<file path="src/rtl/simd_pkg.sv">
// simd_pkg
// Shared types and constants for the command dispatcher and its scoreboard.
//   cmd_t        : command word {op, dst, src_a, src_b}
//   OP_NOP       : consumed from the queue without touching any unit
//   OP_SYNC      : barrier, consumed only once every unit is idle
//   disp_state_t : dispatcher state, also exported for observation
package simd_pkg;

  localparam int CMD_ADDR_W = 18;

  localparam logic [3:0] OP_NOP  = 4'h0;
  localparam logic [3:0] OP_SYNC = 4'hF;

  typedef struct packed {
    logic [3:0]            op;
    logic [CMD_ADDR_W-1:0] dst;
    logic [CMD_ADDR_W-1:0] src_a;
    logic [CMD_ADDR_W-1:0] src_b;
  } cmd_t;

  typedef enum logic [1:0] {
    RUN   = 2'd0,
    DRAIN = 2'd1,
    DONE  = 2'd2
  } disp_state_t;

  // True for opcodes that occupy a processing unit.
  function automatic logic is_exec_op(input logic [3:0] op);
    return (op != OP_NOP) && (op != OP_SYNC);
  endfunction

endpackage

</file>
<file path="src/rtl/dispatch_scoreboard.sv">
// dispatch_scoreboard
// Per-unit busy/destination table used by the dispatcher to find a free unit
// and to detect data hazards against commands still in flight.
// Ports:
//   clk, rst        : clock, synchronous active-high reset (clears the table)
//   issue_onehot    : unit receiving a command at this edge (all-zero = none)
//   issue_dst       : destination address recorded for that unit
//   unit_done       : per-unit completion pulses; ignored on idle units
//   head_dst/src_a/src_b : operands of the current queue head
//   hazard          : some busy unit writes an address the head touches
//   any_busy        : at least one unit is busy
//   free_onehot     : lowest-index idle unit (all-zero when the pool is full)
// All outputs reflect the table as registered at the start of the cycle.
module dispatch_scoreboard
  import simd_pkg::*;
#(
  parameter int N_UNITS = 4,
  parameter int ADDR_W  = CMD_ADDR_W
) (
  input  logic               clk,
  input  logic               rst,
  input  logic [N_UNITS-1:0] issue_onehot,
  input  logic [ADDR_W-1:0]  issue_dst,
  input  logic [N_UNITS-1:0] unit_done,
  input  logic [ADDR_W-1:0]  head_dst,
  input  logic [ADDR_W-1:0]  head_src_a,
  input  logic [ADDR_W-1:0]  head_src_b,
  output logic               hazard,
  output logic               any_busy,
  output logic [N_UNITS-1:0] free_onehot
);

  logic [N_UNITS-1:0] busy_q;
  logic [ADDR_W-1:0]  dst_q [N_UNITS];
  logic [N_UNITS-1:0] free_vec;

  // Issue only targets idle units, so a done pulse on the same unit in the
  // same cycle is necessarily spurious; letting the issue win is correct.
  always_ff @(posedge clk) begin
    if (rst) begin
      busy_q <= '0;
      for (int k = 0; k < N_UNITS; k++) begin
        dst_q[k] <= '0;
      end
    end else begin
      for (int k = 0; k < N_UNITS; k++) begin
        if (issue_onehot[k]) begin
          busy_q[k] <= 1'b1;
          dst_q[k]  <= issue_dst;
        end else if (unit_done[k]) begin
          busy_q[k] <= 1'b0;
        end
      end
    end
  end

  // Exact base-address match against every in-flight destination covers
  // both read-after-write and write-after-write.
  always_comb begin
    hazard = 1'b0;
    for (int k = 0; k < N_UNITS; k++) begin
      if (busy_q[k] && ((dst_q[k] == head_dst) ||
                        (dst_q[k] == head_src_a) ||
                        (dst_q[k] == head_src_b))) begin
        hazard = 1'b1;
      end
    end
  end

  assign any_busy = |busy_q;
  assign free_vec = ~busy_q;
  // Isolate the lowest set bit: x & (-x).
  assign free_onehot = free_vec & (~free_vec + {{(N_UNITS-1){1'b0}}, 1'b1});

endmodule

</file>
<file path="src/rtl/cmd_dispatcher.sv">
// cmd_dispatcher
// Pulls commands from a first-word-fall-through queue and issues each one to
// the lowest-index idle processing unit, holding the head while it conflicts
// with an in-flight command. OP_SYNC waits for the whole pool to drain.
// Ports:
//   i_clk, i_rst     : clock, synchronous active-high reset
//   i_queue_cmd      : queue head, valid while !i_queue_empty
//   i_queue_empty    : queue empty flag
//   o_rd_queue       : pop strobe (combinational), head advances next cycle
//   o_unit_valid     : registered one-hot issue pulse
//   o_unit_cmd       : command broadcast to the units alongside o_unit_valid
//   i_unit_done      : per-unit completion pulses
//   o_finished_task  : queue empty and pool idle (registered)
//   o_stall_cycles   : saturating count of cycles a valid head was held
//   o_dbg_state      : current dispatcher state
//
// Handshake: the queue side is valid/ready with valid = !i_queue_empty and
// ready = o_rd_queue; a transfer happens in a cycle where both are high and
// the FIFO presents the next word the following cycle. o_rd_queue never rises
// without valid and never depends on the head changing within the cycle.
module cmd_dispatcher
  import simd_pkg::*;
#(
  parameter int N_UNITS = 4,
  parameter int ADDR_W  = CMD_ADDR_W
) (
  input  logic               i_clk,
  input  logic               i_rst,
  input  cmd_t               i_queue_cmd,
  input  logic               i_queue_empty,
  output logic               o_rd_queue,
  output logic [N_UNITS-1:0] o_unit_valid,
  output cmd_t               o_unit_cmd,
  input  logic [N_UNITS-1:0] i_unit_done,
  output logic               o_finished_task,
  output logic [31:0]        o_stall_cycles,
  output disp_state_t        o_dbg_state
);

  disp_state_t        state_q;
  disp_state_t        state_d;
  logic               head_valid;
  logic               hazard;
  logic               any_busy;
  logic [N_UNITS-1:0] free_onehot;
  logic [N_UNITS-1:0] issue_onehot;
  logic               rd_queue;
  logic [N_UNITS-1:0] unit_valid_q;
  cmd_t               unit_cmd_q;
  logic [31:0]        stall_q;

  assign head_valid = !i_queue_empty;

  dispatch_scoreboard #(
    .N_UNITS (N_UNITS),
    .ADDR_W  (ADDR_W)
  ) u_scoreboard (
    .clk          (i_clk),
    .rst          (i_rst),
    .issue_onehot (issue_onehot),
    .issue_dst    (i_queue_cmd.dst),
    .unit_done    (i_unit_done),
    .head_dst     (i_queue_cmd.dst),
    .head_src_a   (i_queue_cmd.src_a),
    .head_src_b   (i_queue_cmd.src_b),
    .hazard       (hazard),
    .any_busy     (any_busy),
    .free_onehot  (free_onehot)
  );

  // State register.
  always_ff @(posedge i_clk) begin
    if (i_rst) begin
      state_q <= RUN;
    end else begin
      state_q <= state_d;
    end
  end

  // Next-state logic. Only RUN decodes the head; a head that shows up in
  // DRAIN or DONE first moves the FSM back to RUN.
  always_comb begin
    state_d = state_q;
    case (state_q)
      RUN: begin
        if (!head_valid) state_d = DRAIN;
      end
      DRAIN: begin
        if (head_valid)     state_d = RUN;
        else if (!any_busy) state_d = DONE;
      end
      DONE: begin
        if (head_valid) state_d = RUN;
      end
      default: state_d = RUN;
    endcase
  end

  // Output decode: pop strobe and the unit selected for this cycle's issue.
  always_comb begin
    rd_queue     = 1'b0;
    issue_onehot = '0;
    if (!i_rst && (state_q == RUN) && head_valid) begin
      if (i_queue_cmd.op == OP_NOP) begin
        rd_queue = 1'b1;
      end else if (i_queue_cmd.op == OP_SYNC) begin
        rd_queue = !any_busy;
      end else if (is_exec_op(i_queue_cmd.op) && !hazard && (free_onehot != '0)) begin
        rd_queue     = 1'b1;
        issue_onehot = free_onehot;
      end
    end
  end

  // Registered issue pulse, broadcast command and stall counter.
  always_ff @(posedge i_clk) begin
    if (i_rst) begin
      unit_valid_q <= '0;
      unit_cmd_q   <= '0;
      stall_q      <= '0;
    end else begin
      unit_valid_q <= issue_onehot;
      if (issue_onehot != '0) begin
        unit_cmd_q <= i_queue_cmd;
      end
      if (head_valid && !rd_queue && (stall_q != 32'hFFFF_FFFF)) begin
        stall_q <= stall_q + 32'd1;
      end
    end
  end

  assign o_rd_queue      = rd_queue;
  assign o_unit_valid    = unit_valid_q;
  assign o_unit_cmd      = unit_cmd_q;
  assign o_finished_task = (state_q == DONE);
  assign o_stall_cycles  = stall_q;
  assign o_dbg_state     = state_q;

endmodule

</file>
<file path="config.mk">
export PLATFORM = sky130hd
export DESIGN_NAME = cmd_dispatcher
export DESIGN_NICKNAME = d
export VERILOG_FILES = /design/src/rtl/simd_pkg.sv /design/src/rtl/dispatch_scoreboard.sv /design/src/rtl/cmd_dispatcher.sv
export SDC_FILE = /design/constraint.sdc
export NUM_CORES = 1
export LEC_CHECK = 0
export BUFFER_PORTS_ARGS = -buffer_cell sky130_fd_sc_hd__buf_2
export CAP_MARGIN = 20
export CORE_MARGIN = 2
export CORE_UTILIZATION = 50
export DETAILED_ROUTE_END_ITERATION = 6
export PLACE_DENSITY = 0.75
export SETUP_SLACK_MARGIN = 0.2
export SYNTH_ARGS = -nofsm -noshare
export SYNTH_HDL_FRONTEND = slang
export SYNTH_SLANG_ARGS = --single-unit
export TNS_END_PERCENT = 5
</file>
<file path="constraint.sdc">
create_clock -name i_clk -period 3.2 [get_ports i_clk]
set_clock_uncertainty 0.05 [all_clocks]
set_input_delay 0.32 -clock i_clk [delete_from_list [all_inputs] [get_ports i_clk]]
set_output_delay 0.32 -clock i_clk [all_outputs]
set_load 0.02 [all_outputs]
</file>
==> impl_metrics.env <==
export IMPL_grt_pass1_vias=7103
export IMPL_globalplace_congestion=1.06
export IMPL_cts_path_max_buffers=2
export IMPL_sw_frac_of_total=0.278
export IMPL_synth_edf_count=72
export IMPL_yosys_area_top_type="edfxtp_1"
export IMPL_synth_cell_types=55
export IMPL_fin_crit_sh=0.921
export IMPL_switchingPower_w=0.00146
export IMPL_arrival_ps=2580
export IMPL_fin_util=0.570
export IMPL_cp_required_ps=2830
export IMPL_ios=163
export IMPL_h_tree_depth=4
export IMPL_syn_avg_cell_area_um2=10.4
export IMPL_cts_root_buf="clkbuf_16"
export IMPL_multi_input_area_um2=5030
export IMPL_seq_power_share=0.470
export IMPL_grt_max_degree=85
export IMPL_status="complete, no violations"
export IMPL_postSynthCellCount=953
export IMPL_clk_pin_slew_ps=60
export IMPL_finalWorstSetupSlack_ps=252
export IMPL_synthFlopType="dfxtp_1"
export IMPL_hold_viol=0
export IMPL_hp_class="in2reg"
export IMPL_tns_ps=0
export IMPL_cp_start_kind="register"
export IMPL_p_leak_nw=4.16
export IMPL_worstMarginPinSlew_ps=835
export IMPL_cts_tree="yes"
export IMPL_period_needed_ps=2950
export IMPL_die_width_um=145
export IMPL_antenna_found_initial=0
export IMPL_path_class="reg2out"
export IMPL_core_area_um2=19500
export IMPL_start_util=0.511
export IMPL_clock_sinks=172
export IMPL_layout_drive_gt1_share=0.221
export IMPL_synthesis_nets=1019
export IMPL_pre_cts_slack_ps=154
export IMPL_grtUsageTotal=0.268
export IMPL_end_kind="output port"
export IMPL_ant_nets=0
export IMPL_worst_path_max_fanout=4
export IMPL_drt_pass1_iter_count=5
export IMPL_wl_per_cell_um=21.3
export IMPL_internal_power_w=0.00380
export IMPL_die_y_um=145
export IMPL_hpwl_um=21400
export IMPL_rsz0062_at_grt="yes"
export IMPL_syn_area_um2=9950
export IMPL_synth_most_common_cell="xnor2_1"
export IMPL_timing_fmax_mhz=339
export IMPL_grt_ovfl_total=0
export IMPL_drc_errors=0
export IMPL_cts_resized=1
export IMPL_pwr_density_cell_nw_per_um2=475
export IMPL_initialDrtViolationCount=659
export IMPL_syn_to_final_growth_pct=11.5
export IMPL_grt_pass1_wl_um=42700
export IMPL_yosysSeqAreaShare=0.419
export IMPL_cap_violations=0
export IMPL_synthTopCellsByArea="edfxtp_1, dfxtp_1, xnor2_1"
export IMPL_holdWs_ps=113
export IMPL_port_buffer_count=162
export IMPL_vias=7614
export IMPL_yosysWarnings=0
export IMPL_rows=51
export IMPL_n_antenna_cell=0
export IMPL_dieArea_um2=21000
export IMPL_relSlewSlack=0.443
export IMPL_cts_setup_buffers=0
export IMPL_setup_viol=0
export IMPL_pwr_share_clk=0.389
export IMPL_seq_area_um2=4160
export IMPL_numCtsBuffers=17
export IMPL_wl_um=28400
export IMPL_synthTopCellsByCount="xnor2_1, dfxtp_1, nor2_1, and2_1, edfxtp_1"
export IMPL_n_fill_cell=1738
export IMPL_async_flop_share=0
export IMPL_vias_per_cell=5.70
export IMPL_synth_top_cell_area_share=0.217
export IMPL_ir_drop_v=0.000404
export IMPL_power_share_combinational=0.140
export IMPL_layout_nets=1124
export IMPL_clk_latency_ps=440
export IMPL_maxSlewViolCount=0
export IMPL_synth_seq_cells=172
export IMPL_cts_hold_fix_buffers=0
per-layer routing:
metal | vias up | track usage | wire length [um]
met5 | - | 0 | 0
met4 | 0 | 0.100 | 953
met3 | 50 | 0.0563 | 2420
met2 | 335 | 0.387 | 12300
met1 | 3717 | 0.393 | 12800
li1 | 3512 | - | -
sequential cells by signal, indices dropped and copies added, names as in the netlist:
signal / flops
o_dbg_state: 2
o_stall_cycles: 32
o_unit_cmd: 58
o_unit_valid: 4
u_scoreboard.busy_q: 4
u_scoreboard.dst_q: 72
power by group through the flow:
stage	clock network [W]	logic (W)	registers (W)
floorplan	0	0.000535	0.00253
global placement	0	0.000724	0.00252
detailed placement	0	0.000729	0.00252
CTS	0.00208	0.000732	0.00247
global route	0.00217	0.000791	0.00248
finish	0.00205	0.000739	0.00248
final timing paths:
kind | startpoint | end | slack, ps | depth (start not counted)
setup / recovery | u_scoreboard.dst_q[2][15]$_SDFFCE_PN0P_ | o_rd_queue | 250 | 8
hold / removal | i_queue_cmd[56] | o_unit_cmd[56]$_SDFFE_PP0P_ | 110 | 3
setup reg to reg | u_scoreboard.dst_q[2][15]$_SDFFCE_PN0P_ | u_scoreboard.dst_q[1][7]$_SDFFCE_PN0P_ | 260 | 8
hold reg to reg | o_dbg_state[1]$_SDFFE_PP0P_ | o_dbg_state[0]$_SDFFE_PP0P_ | 440 | 1
logic make-up after synthesis:
logic type | after synthesis | synth area share
and+or+nand+nor | 339 | 0.199
adders and majority gates | 1 | 0.00126
buffers and inverters | 98 | 0.0801
AOI/OAI and AO/OA | 58 | 0.0394
xor gates and xnor gates | 216 | 0.190
DFF | 172 | 0.419
muxes | 69 | 0.0712
area by class of cell:
cell class | instances | area share
Sequential cell | 172 | 0.376
Multi-Input combinational cell | 683 | 0.454
Clock buffer | 20 | 0.0413
Clock inverter | 11 | 0.00982
Tap cell | 265 | 0.0299
Timing Repair Buffer | 180 | 0.0881
Inverter | 4 | 0.00135
placed cells by master, fill, tap and decap left out, types with 9 or more instances in the layout:
| master | n |
|---|---|
| nand4_1 | 59 |
| mux2i_1 | 58 |
| nor2_1 | 77 |
| buf_2 | 161 |
| edfxtp_1 | 72 |
| dfxtp_1 | 100 |
| clkbuf_16 | 18 |
| buf_4 | 16 |
| nor2b_1 | 15 |
| or4_1 | 16 |
| xnor2_1 | 181 |
| and2_1 | 75 |
| and3_1 | 9 |
| o31ai_1 | 15 |
| a21oi_1 | 20 |
| nor4_2 | 10 |
| nor3_1 | 13 |
| nand3_1 | 14 |
| nor4_1 | 12 |
| nand2_1 | 12 |
| xor2_1 | 33 |
worst max-delay path, stage by stage (launching register included):
cell and delay, ps:
edfxtp_1 540, xnor2_1 270, nand4_1 160, nor4_1 450, a22oi_1 160, nand3_2 180
a211o_1 140, a21oi_1 70, buf_2 180
per-stage QoR:
stage          instances  instance area (um2)  power, W
5_1_grt             1335                11100   0.00544
3_5_place_dp        1304                10500   0.00325
6_report            1335                11100   0.00527
4_1_cts             1335                11100   0.00528
3_3_place_gp        1304                10500   0.00324
2_1_floorplan        953                 9950   0.00307
Note: power is estimated with default switching activity, not from simulation.
